<file path="config.mk">
export PLATFORM = sky130hd
export DESIGN_NAME = axi_burst_ctrl
export DESIGN_NICKNAME = d
export VERILOG_FILES = /design/src/rtl/axi_ctrl_pkg.sv /design/src/rtl/axi_burst_ctrl.sv
export SDC_FILE = /design/constraint.sdc
export NUM_CORES = 1
export LEC_CHECK = 0
export ABC_AREA = 1
export CORE_UTILIZATION = 38
export CTS_CLUSTER_SIZE = 40
export DETAILED_ROUTE_END_ITERATION = 10
export PLACE_DENSITY = 0.88
export REMOVE_ABC_BUFFERS = 1
export SLEW_MARGIN = 10
export SYNTH_ARGS = -nofsm -noshare
export SYNTH_HDL_FRONTEND = slang
export SYNTH_SLANG_ARGS = --single-unit
</file>
<file path="constraint.sdc">
create_clock -name clk -period 4.4 [get_ports clk]
set_input_delay 1.32 -clock clk [delete_from_list [all_inputs] [get_ports clk]]
set_output_delay 1.32 -clock clk [all_outputs]
set_load 0.01 [all_outputs]
</file>
<file path="src/rtl/axi_ctrl_pkg.sv">
// axi_ctrl_pkg: AXI response/burst/size enums, controller states and the 4KB-crossing check
package axi_ctrl_pkg;
  typedef enum logic [1:0] {RESP_OKAY, RESP_EXOKAY, RESP_SLVERR, RESP_DECERR} axi_resp_t;
  typedef enum logic [1:0] {BURST_FIXED, BURST_INCR, BURST_WRAP} axi_burst_t;
  typedef enum logic [2:0] {SIZE_1B, SIZE_2B, SIZE_4B, SIZE_8B, SIZE_16B, SIZE_32B, SIZE_64B, SIZE_128B} axi_size_t;
  typedef enum logic [2:0] {S_IDLE, S_AW, S_AR, S_WDATA, S_RDATA, S_BRESP, S_DONE} ctrl_state_t;
  function automatic logic cross_4k(input logic [11:0] addr, input logic [7:0] len, input int strb);
    return (32'(addr) + (32'(len) + 32'd1) * 32'(strb)) > 32'd4096;
  endfunction
endpackage

</file>
<file path="src/rtl/axi_burst_ctrl.sv">
// axi_burst_ctrl: turns {write/read, addr, len} commands into AXI4 INCR bursts with streamed data and one merged completion
module axi_burst_ctrl
  import axi_ctrl_pkg::*;
#(
  parameter int ADDR_WIDTH = 12,
  parameter int DATA_WIDTH = 32,
  parameter int STRB_WIDTH = DATA_WIDTH / 8
) (
  input  logic                  clk,
  input  logic                  rst,
  input  logic                  cmd_valid,
  output logic                  cmd_ready,
  input  logic                  cmd_write,
  input  logic [ADDR_WIDTH-1:0] cmd_addr,
  input  logic [7:0]            cmd_len,
  input  logic [DATA_WIDTH-1:0] wr_data,
  input  logic                  wr_valid,
  output logic                  wr_ready,
  output logic [DATA_WIDTH-1:0] rd_data,
  output logic                  rd_valid,
  input  logic                  rd_ready,
  output logic                  done_valid,
  output logic [1:0]            done_resp,
  output logic [ADDR_WIDTH-1:0] m_axi_awaddr,
  output logic [7:0]            m_axi_awlen,
  output logic [2:0]            m_axi_awsize,
  output logic [1:0]            m_axi_awburst,
  output logic                  m_axi_awlock,
  output logic [3:0]            m_axi_awcache,
  output logic [2:0]            m_axi_awprot,
  output logic                  m_axi_awvalid,
  input  logic                  m_axi_awready,
  output logic [DATA_WIDTH-1:0] m_axi_wdata,
  output logic [STRB_WIDTH-1:0] m_axi_wstrb,
  output logic                  m_axi_wlast,
  output logic                  m_axi_wvalid,
  input  logic                  m_axi_wready,
  input  logic [1:0]            m_axi_bresp,
  input  logic                  m_axi_bvalid,
  output logic                  m_axi_bready,
  output logic [ADDR_WIDTH-1:0] m_axi_araddr,
  output logic [7:0]            m_axi_arlen,
  output logic [2:0]            m_axi_arsize,
  output logic [1:0]            m_axi_arburst,
  output logic                  m_axi_arlock,
  output logic [3:0]            m_axi_arcache,
  output logic [2:0]            m_axi_arprot,
  output logic                  m_axi_arvalid,
  input  logic                  m_axi_arready,
  input  logic [DATA_WIDTH-1:0] m_axi_rdata,
  input  logic [1:0]            m_axi_rresp,
  input  logic                  m_axi_rlast,
  input  logic                  m_axi_rvalid,
  output logic                  m_axi_rready
);
  localparam axi_size_t SIZE = axi_size_t'($clog2(STRB_WIDTH));
  ctrl_state_t state_q, state_d;
  logic [ADDR_WIDTH-1:0] addr_q, addr_d;
  logic [7:0] len_q, len_d, beat_q, beat_d;
  axi_resp_t resp_q, resp_d, r_max;
  logic awvalid_q, awvalid_d, arvalid_q, arvalid_d, bready_q, bready_d;
  logic done_q, done_d, cmd_ready_q, cmd_ready_d;
  logic illegal, w_hs, r_hs, r_last_bad;
  assign illegal = ((32'(cmd_addr) % 32'(STRB_WIDTH)) != 32'd0) || cross_4k(12'(cmd_addr), cmd_len, STRB_WIDTH);
  assign w_hs = state_q == S_WDATA && wr_valid && m_axi_wready;
  assign r_hs = state_q == S_RDATA && m_axi_rvalid && rd_ready;
  assign r_last_bad = m_axi_rlast != (beat_q == len_q);
  assign r_max = axi_resp_t'((m_axi_rresp > resp_q) ? m_axi_rresp : resp_q);
  always_comb begin
    state_d = state_q;
    addr_d = addr_q;
    len_d = len_q;
    beat_d = beat_q;
    resp_d = resp_q;
    case (state_q)
      S_IDLE: if (cmd_valid) begin
        addr_d = cmd_addr;
        len_d = cmd_len;
        beat_d = 8'd0;
        resp_d = illegal ? RESP_SLVERR : RESP_OKAY;
        state_d = illegal ? S_DONE : cmd_write ? S_AW : S_AR;
      end
      S_AW: state_d = m_axi_awready ? S_WDATA : S_AW;
      S_AR: state_d = m_axi_arready ? S_RDATA : S_AR;
      S_WDATA: if (w_hs) begin
        beat_d = beat_q + 8'd1;
        state_d = (beat_q == len_q) ? S_BRESP : S_WDATA;
      end
      S_BRESP: if (m_axi_bvalid) begin
        resp_d = axi_resp_t'(m_axi_bresp);
        state_d = S_DONE;
      end
      S_RDATA: if (r_hs) begin
        beat_d = beat_q + 8'd1;
        resp_d = r_last_bad ? RESP_SLVERR : r_max;
        state_d = m_axi_rlast ? S_DONE : S_RDATA;
      end
      default: state_d = S_IDLE;
    endcase
    awvalid_d = state_d == S_AW;
    arvalid_d = state_d == S_AR;
    bready_d = state_d == S_BRESP;
    done_d = state_d == S_DONE;
    cmd_ready_d = state_d == S_IDLE;
  end
  always_ff @(posedge clk) begin
    if (rst) begin
      state_q <= S_IDLE;
      addr_q <= '0;
      len_q <= 8'd0;
      beat_q <= 8'd0;
      resp_q <= RESP_OKAY;
      awvalid_q <= 1'b0;
      arvalid_q <= 1'b0;
      bready_q <= 1'b0;
      done_q <= 1'b0;
      cmd_ready_q <= 1'b1;
    end else begin
      state_q <= state_d;
      addr_q <= addr_d;
      len_q <= len_d;
      beat_q <= beat_d;
      resp_q <= resp_d;
      awvalid_q <= awvalid_d;
      arvalid_q <= arvalid_d;
      bready_q <= bready_d;
      done_q <= done_d;
      cmd_ready_q <= cmd_ready_d;
    end
  end
  assign cmd_ready = cmd_ready_q;
  assign done_valid = done_q;
  assign done_resp = resp_q;
  assign m_axi_awaddr = addr_q;
  assign m_axi_awlen = len_q;
  assign m_axi_awsize = SIZE;
  assign m_axi_awburst = BURST_INCR;
  assign m_axi_awlock = 1'b0;
  assign m_axi_awcache = 4'd0;
  assign m_axi_awprot = 3'd0;
  assign m_axi_awvalid = awvalid_q;
  assign m_axi_araddr = addr_q;
  assign m_axi_arlen = len_q;
  assign m_axi_arsize = SIZE;
  assign m_axi_arburst = BURST_INCR;
  assign m_axi_arlock = 1'b0;
  assign m_axi_arcache = 4'd0;
  assign m_axi_arprot = 3'd0;
  assign m_axi_arvalid = arvalid_q;
  assign m_axi_wdata = wr_data;
  assign m_axi_wstrb = '1;
  assign m_axi_wlast = beat_q == len_q;
  assign m_axi_wvalid = state_q == S_WDATA && wr_valid;
  assign wr_ready = state_q == S_WDATA && m_axi_wready;
  assign m_axi_bready = bready_q;
  assign rd_data = m_axi_rdata;
  assign rd_valid = state_q == S_RDATA && m_axi_rvalid;
  assign m_axi_rready = state_q == S_RDATA && rd_ready;
endmodule

</file>
==> flow_results.org, run 1 <==
** Die
- The core region is 8341 sq um.
- The die covers 9086 sq um.
- From left edge to right edge, the die measures 95.32 microns.
- Die height :: 95.32 microns
- For this configuration, the core starts out at a cell density of 39.68%.
- Number of placed I/O pins :: 246
- In this run the core area contains 33 standard-cell rows.

** Synth
- Synth async-reset ratio :: 0%
- Sequential elements use 22.99% of the synthesized area.
- Synth Register Bits :: 38
- Post-synth cell types :: 36
- Top cells by area, synth :: sky130_fd_sc_hd__buf_4 26%, sky130_fd_sc_hd__dfxtp_1 23%, sky130_fd_sc_hd__nand2_1 12%, sky130_fd_sc_hd__inv_1 7.0%, sky130_fd_sc_hd__ha_1 5.3%
- Cell count after synthesis :: 496
- Prevailing post-synth register cell :: sky130_fd_sc_hd__dfxtp_1
- After synthesis, the largest area contributor takes up 25.86% of total cell area.
- Post-Syn Area :: 3309 sq um
- Cell type with the largest total area after synthesis :: sky130_fd_sc_hd__buf_4
- Most common cell in the synthesized netlist :: sky130_fd_sc_hd__buf_4
- EDFF count, synth :: 0
- Post-synthesis average cell area :: 6.672 sq um
- After synthesis, the most frequently instantiated cells are 114 x sky130_fd_sc_hd__buf_4, 106 x sky130_fd_sc_hd__nand2_1, 62 x sky130_fd_sc_hd__inv_1.
- Synth warnings :: 0

** Layout
- 0 antenna diodes ended up in the layout.
- In the final design database the tool counted 614 nets.
- The post-route netlist has 5.400% of its cells at a drive strength greater than 1.
- Synthesis-to-layout area growth :: 9.868%
- Final design area excluding fillers :: 3636 sq um

** Timing
- Unrepaired setup endpoints after global routing :: no
- Peak Freq :: 246.6 MHz
- Setup violations remaining at the end of the flow were counted as 0.
- For the pin with the worst max-slew slack, the measured transition is 0.7266 ns.
- The total count of hold-check failures in the final report came to 0.
- The clock period could shrink to 4.055 ns.
- On the final layout, the worst hold slack is 0.4857 ns.
- The final-report max-slew violation count is 0.
- Period Utilization, post-route :: 92.16%
- Setup TNS :: 0 ns
- Tightest slew margin relative to the limit :: 51.41%
- The clock arrives with 0.009251 ns of skew.

** Worst hold path
- Counting instances, the worst hold path has a depth of 2.
- In this run the worst hold path is classified as reg -> reg.
- The worst hold path begins at m_axi_araddr[0].

** Detailed routing
- The detailed router placed 2,866 vias in this run.
- Total Wirelength :: 13.90 mm
- Initial DRT Pass Iterations :: 4
- DRC violation count after routing :: 0
- Dividing the detail-routed wire length by the instance count gives 22.97 microns.
- Once detail routing completed, the nets flagged for antenna violations numbered 0.
- Dividing the detail-routed via count by the number of cells gives 4.737.
- Number of DRC markers after the initial detailed-route iteration :: 75

** Global routing
- The first global-routing pass estimated 18.17 mm of wire.
- The initial antenna violation count is 0.
- Grt ovf :: 0
- Total routing resource utilization after global routing :: 29.99%
- Largest net degree at the start of global routing :: 31
- Vias in the first global route :: 2,540

** Place
- After detailed placement, the total cell area comes to 3545 sq um.
- Once detailed placement completed, the half-perimeter wirelength came to 12.45 mm.
- Port buffering added 87 buffers.
- Global placement routability congestion :: 0.9120

** CTS
- At the later pin of the worst-skew pair, clock insertion delay measures 0.29 ns.
- Max Root-Sink Buffers :: 2
- CTS root buffer :: sky130_fd_sc_hd__clkbuf_8
- Counting every sink on the clock net gives 38.
- Post-CTS timing repair inserted 0 buffers for setup.
- In this run, post-CTS hold repair placed 0 buffers.
- Clock tree from TritonCTS :: yes
- Counting the buffers created by CTS gives 5.
- After clock tree synthesis, the repair step resized 0 gates.
- After clock tree synthesis, the clock-pin slew on the worst setup and hold paths is 0.08 ns.
- # H-tree levels :: 2

** Critical path
- Startpoint of the worst setup timing path :: cmd_len[0]
- In this run the worst path has a maximum fanout of 4.
- Data arrives at the worst endpoint at 4.24 ns.
- Launching element type of the critical path :: input port
- STA classifies the critical path endpoint as a flip-flop.
- The worst setup path is of the in -> reg kind.
- Cells along the critical path :: clkdlybuf4s50_1, ha_1, nand2_1, inv_1, nand4_1, xor2_1, inv_1, ha_1, inv_1, o21ai_0, nor2_1, nand3_1, nand2_1, nor2_1, nand3_1, nand2_1, nand2_1, a21oi_2, nor2_2, inv_1, nor2_1
- Worst R2R Start :: beat_q[0]
- Worst EP required :: 4.58 ns
- Delay contributed by the slowest stage of the critical path :: 0.53 ns
- Slowest library cell on the worst path :: sky130_fd_sc_hd__clkdlybuf4s50_1
- For the worst flop-to-flop path, the logic depth is 13.

** Flow run
- Total of max-cap violations :: 0

** Status
- Status :: completed

** Power
- Leakage dissipation :: 1.624 nW
- Worst vdd rail ir drop :: 0.1190 mV
- In this run the power density over the cells is 298.2 nW/um^2.
==> worst max-delay path, delay by kind of cell <==
family          cells  cell delay, ns
fa+ha+maj           2            0.54
compound gates      2            0.46
buf+inv             5            0.84
xor+xnor            1            0.17
simple gates       11            0.88
==> path summary, 6_finish.rpt <==
check | slack (ns) | to
max | 0.34 | done_valid
min reg2reg | 0.49 | m_axi_araddr[0]
min | 0.49 | m_axi_araddr[0]
max reg2reg | 2.55 | done_valid
==> layout make-up <==
cell class,instances,area [sq um]
fillers,843,4705
multi-input cells,298,1519
repair buffers,88,878.3
flip-flops and latches,38,760.7
inverters,68,255.2
well taps,105,131.4
clock buffers,7,86.33
clock inverters,1,5.005
==> state kept, by name (all words and copies together) (netlist names) <==
name,count
m_axi_arlen,8
cmd_ready,1
m_axi_bready,1
done_valid,1
m_axi_araddr,12
state_q,3
m_axi_arvalid,1
beat_q,8
done_resp,2
m_axi_awvalid,1
==> stage by stage <==
| stage | total power [mW] | setup slack, ns | std cells | util, % |
|---|---|---|---|---|
| 6_report | 1.084 | 0.3449 | 605 | 43.59 |
| 5_1_grt | 1.154 | 0.03966 | 605 | 43.59 |
| 4_1_cts | 1.094 | 0.3804 | 605 | 43.59 |
| 3_5_place_dp | 0.8383 | 0.06703 | 597 | 42.50 |
| 3_3_place_gp | 0.8290 | 0.09555 | 597 | 42.50 |
| 2_1_floorplan | 0.6454 | 0.9923 | 404 | - |
==> routing by layer <==
metal / vias up / global-route usage [%] / wire, microns
met5: - / 5.952 / 64
met4: 2 / 14.77 / 738
met3: 33 / 31.58 / 3267
met2: 191 / 53.10 / 6777
met1: 1230 / 18.07 / 3047
li1: 1410 / - / -
==> cell families after synthesis <==
group	Yosys count	share of synthesized area, %
adders and majority gates	15	5.898
and+or+nand+nor	185	24.12
AOI/OAI and AO/OA	62	10.89
other	2	0.2269
buffers and inverters	188	34.29
DFF	38	22.99
xor gates and xnor gates	6	1.588
==> where the power goes <==
part	internal (mW)	total (mW)	switching (mW)
logic	0.194	0.428	0.234
registers	0.377	0.405	0.0279
clock network	0.127	0.252	0.125
==> placed cells by master, fill, tap and decap left out <==
cell type	synthesis	layout
sky130_fd_sc_hd__a21oi_2	3	3
sky130_fd_sc_hd__a221oi_1	1	1
sky130_fd_sc_hd__inv_1	62	62
sky130_fd_sc_hd__xnor2_1	2	2
sky130_fd_sc_hd__clkdlybuf4s50_1	0	87
sky130_fd_sc_hd__nand3_1	21	21
sky130_fd_sc_hd__nand4_1	7	7
sky130_fd_sc_hd__a21oi_1	31	31
sky130_fd_sc_hd__nor3b_1	4	4
sky130_fd_sc_hd__or2_2	1	1
sky130_fd_sc_hd__nand3b_1	1	1
sky130_fd_sc_hd__o21ai_1	3	3
sky130_fd_sc_hd__a31oi_1	1	1
sky130_fd_sc_hd__ha_1	14	14
sky130_fd_sc_hd__a21boi_1	1	1
sky130_fd_sc_hd__xor2_1	4	4
sky130_fd_sc_hd__inv_2	6	6
sky130_fd_sc_hd__o21ai_0	15	15
sky130_fd_sc_hd__nor2_1	34	34
sky130_fd_sc_hd__o21a_1	1	1
sky130_fd_sc_hd__nor2_2	4	4
sky130_fd_sc_hd__nand2_1	106	106
sky130_fd_sc_hd__o31ai_1	1	1
sky130_fd_sc_hd__a211oi_1	1	1
sky130_fd_sc_hd__clkinv_2	0	1
sky130_fd_sc_hd__a21oi_4	1	1
sky130_fd_sc_hd__conb_1	2	30
sky130_fd_sc_hd__nor3_1	3	3
sky130_fd_sc_hd__clkbuf_1	4	1
sky130_fd_sc_hd__buf_4	114	1
sky130_fd_sc_hd__o22ai_2	1	1
sky130_fd_sc_hd__or2_1	1	1
sky130_fd_sc_hd__nor2_4	3	3
sky130_fd_sc_hd__dfxtp_1	38	38
sky130_fd_sc_hd__o21bai_1	2	2
sky130_fd_sc_hd__fa_1	1	1
sky130_fd_sc_hd__clkbuf_8	0	6
Power figures use the tool's default switching activity.
==> run 2, diff against run 1 <==
--- a/config.mk
+++ b/config.mk
@@ -6,10 +6,12 @@
 export NUM_CORES = 1
 export LEC_CHECK = 0
 export ABC_AREA = 1
-export CORE_UTILIZATION = 38
+export CORE_AREA = 2 2 95 97
 export CTS_CLUSTER_SIZE = 40
 export DETAILED_ROUTE_END_ITERATION = 10
-export PLACE_DENSITY = 0.88
+export DIE_AREA = 0 0 97 99
+export DONT_BUFFER_PORTS = 1
+export PLACE_DENSITY_LB_ADDON = 0.1
 export REMOVE_ABC_BUFFERS = 1
 export SLEW_MARGIN = 10
 export SYNTH_ARGS = -nofsm -noshare
==> run 2 against run 1 <==
Clock skew up 0.0051 ns. Utilization decreased by 11 points. Design area is 24% lower. Flip-flop and latch count stayed put. Count of clock-buffer cells in the layout is 1 lower. Global-route usage down 2.7 points. Worst setup slack better by 0.52 ns. Wire length decreased by 4.5%. Critical endpoint unchanged.
==> flow_results.org, run 2 (synthesis gave the netlist of run 1 again) <==
** CTS
- Num CTS Buffers :: 5 (unchanged)
- The count of hold-fix buffers inserted at cts was 0 (unchanged).
- CTS root buffer :: sky130_fd_sc_hd__clkbuf_8
- The number of buffers inserted by post-CTS setup repair was 0 (unchanged).
- Number of sinks on the clock net :: 38 (unchanged)
- Clock tree from TritonCTS :: yes
- Max Root-Sink Buffers :: 2 (unchanged)
- Post-CTS Resized :: 0 (unchanged)
- Clock-pin slew on the worst setup and hold paths :: 0.09 ns (about the same)
- The insertion delay to the later sink of the worst-skew pair is 0.30 ns (about the same).
- # H-tree levels :: 2 (unchanged)

** Power
- Clock network fraction of design power :: 27.5% (+4.3 points)
- The power dissipated by switching net loads is 378.2 uW (-2.2%).
- Fraction of power consumed by sequential logic :: 44.5% (+7.2 points)
- The power per unit of standard cell area came to 349.9 nW/um^2 (+17%).
- Switching power share of the total :: 38.98% (+3.3 points)
- Total power consumption of the routed design :: 970.2 uW (-11%)
- Leakage dissipation :: 1.302 nW (-20%)
- Power share of the combinational group :: 28.0% (-12 points)
- The maximum ir drop on the vdd rail was 0.1164 mV (-2.2%).
- Internal portion of total power :: 592.0 uW (-15%)

** Global routing
- The first-pass GRT wire length came to 18.42 mm (+1.3%).
- The maximum number of pins on one net before global-route repair came to 25 (-19%).
- Grt ovf :: 0 (unchanged)
- The initial antenna violation count came to 0 (unchanged).
- Total routing resource utilization after global routing :: 27.30% (-2.7 points)
- Vias in the first global route :: 2,346 (-7.6%)

** Critical path
- Element type at the critical path end :: flip-flop
- The critical path arrival is 3.71 ns (-0.53 ns).
- Launching element type of the critical path :: input port
- The worst path required time came to 4.58 ns (about the same).
- The critical path is of the in -> reg type.
- The maximum fanout count along the critical path came to 4 (unchanged).

** Layout
- Flip-flop count of the largest register after layout :: 12 (unchanged)
- Compared with the post-synthesis result, the final layout area differs by -16.22%.
- The net count of the finished layout was 527 (-14%).
- The count of antenna diodes in the layout is 0 (unchanged).
- The fraction of final layout cells with drive strength greater than 1 was 6.780% (+1.4 points).
- Util after Layout :: 32.43% (-11 points)
- Commonest non-fill, non-tap cell in the layout :: sky130_fd_sc_hd__nand2_1
- Commonest cells after routing, fill and taps aside :: 106 x sky130_fd_sc_hd__nand2_1, 62 x sky130_fd_sc_hd__inv_1, 38 x sky130_fd_sc_hd__dfxtp_1, 34 x sky130_fd_sc_hd__nor2_1, 31 x sky130_fd_sc_hd__a21oi_1

** Timing
- Clock period minus worst slack :: 3.534 ns (-0.5207 ns)
- Transition time of the tightest slew-check pin :: 0.5588 ns (-0.1678 ns)
- Setup repair after global routing left no endpoint under its margin.
- Worst Setup Slack, final :: 0.8655 ns (+0.5207 ns)
- The normalized max-slew margin is 62.71% (+11 points).
- Final Setup Violations :: 0 (unchanged)
- The setup total negative slack was 0 ns (unchanged).
- The period utilization is 80.33% (-12 points).
- Skew final :: 0.01440 ns (+0.005144 ns)
- Final-report max-slew violation count :: 0 (unchanged)
- The highest clock rate was 282.9 MHz (+15%).
- Final Hold Vio Count :: 0 (unchanged)

** Die
- Horizontal die dimension :: 97 microns (+1.8%)
- The vertical die dimension was 99 microns (+3.9%).
- Initial cell density of the core :: 38.70% (-0.98 points)
- Cell Rows :: 34 (+3.0%)
- The core area came to 8551 sq um (+2.5%).
- Die ar. :: 9603 sq um (+5.7%)
- The count of boundary I/O pins came to 246 (unchanged).

** Place
- The number of buffer cells added on primary ports is 0 (-100%).
- Setup Slack @ Placement :: 0.5490 ns (+0.4820 ns)
- Global placement routability congestion :: 0.8872 (-2.7%)
- DP HPWL :: 11.88 mm (-4.6%)

** Detailed routing
- The DRC marker count from the first detailed-route iteration came to 91 (+21%).
- The average routed wire per standard cell came to 25.47 microns (+11%).
- Count of nets left with antenna violations after detail routing :: 0 (unchanged)
- The count of TritonRoute iterations in the first routing pass came to 4 (unchanged).
- Via-per-instance ratio :: 4.871 (+2.8%)
- Total Wirelength :: 13.27 mm (-4.5%)
- The via total after detailed routing came to 2,538 (-11%).
- DRC violation count after routing :: 0 (unchanged)

** Status
- The flow ran to the end, and the final reports show no timing, DRC or antenna violations.

** Flow run
- The number of max-cap violations came to 0 (unchanged).

** Worst hold path
- The path class of the tightest hold or removal check is reg -> reg.
## run 2: changes by cell type in the layout (fill, tap and decap cells not counted), sizes merged
cell / previous run / this run
clkdlybuf4s50: 87 / 0
clkbuf: 7 / 6
clkinvlp: 0 / 1
## run 2: worst paths after layout
kind / to / cells past startpoint / startpoint / slack, ns
worst max-delay path: done_valid / 20 / cmd_len[0] / 0.87
worst min-delay path: beat_q[0] / 2 / beat_q[0] / 0.52
worst max register to register: m_axi_bready / 9 / state_q[1] / 2.28
worst min register to register: beat_q[0] / 2 / beat_q[0] / 0.52
## run 2: final cells by class
type	instances	area, sq um
Fill cell	972	5778
Multi-Input combinational cell	298	1519
Sequential cell	38	760.7
Inverter	68	255.2
Tap cell	108	135.1
Clock buffer	6	82.58
Clock inverter	2	12.51
Timing Repair Buffer	1	7.507
## run 2: metal layers
metal / wire length, microns / GRT usage [%]
met5: 0 / 0
met4: 306 / 7.909
met3: 3205 / 29.86
met2: 6778 / 48.82
met1: 2981 / 18.33
## run 2: power groups by stage
stage | logic, mW | clock network (mW) | registers (mW)
detailed placement | 0.271 | 0 | 0.440
floorplan | 0.216 | 0 | 0.430
global placement | 0.271 | 0 | 0.441
finish | 0.272 | 0.267 | 0.432
global route | 0.314 | 0.288 | 0.437
CTS | 0.273 | 0.274 | 0.432
## run 2: through the flow
step / cells / hold WS [ns] / area [sq um]
global placement: 513 / 0.5019 / 2678
global route: 521 / 0.5688 / 2773
floorplan: 404 / 0.4702 / 2535
detailed placement: 513 / 0.5065 / 2678
finish: 521 / 0.5236 / 2773
CTS: 521 / 0.5208 / 2773
## run 2: worst max-delay path: stages
cell and delay [ns]:
sky130_fd_sc_hd__ha_1 0.14, sky130_fd_sc_hd__nand2_1 0.05, sky130_fd_sc_hd__inv_1 0.08, sky130_fd_sc_hd__nand4_1 0.15
sky130_fd_sc_hd__xor2_1 0.18, sky130_fd_sc_hd__inv_1 0.07, sky130_fd_sc_hd__ha_1 0.34, sky130_fd_sc_hd__inv_1 0.07
sky130_fd_sc_hd__o21ai_0 0.26, sky130_fd_sc_hd__nor2_1 0.11, sky130_fd_sc_hd__nand3_1 0.08, sky130_fd_sc_hd__nand2_1 0.06
sky130_fd_sc_hd__nor2_1 0.09, sky130_fd_sc_hd__nand3_1 0.08, sky130_fd_sc_hd__nand2_1 0.10, sky130_fd_sc_hd__nand2_1 0.12
sky130_fd_sc_hd__a21oi_2 0.23, sky130_fd_sc_hd__nor2_2 0.06, sky130_fd_sc_hd__inv_1 0.07, sky130_fd_sc_hd__nor2_1 0.04
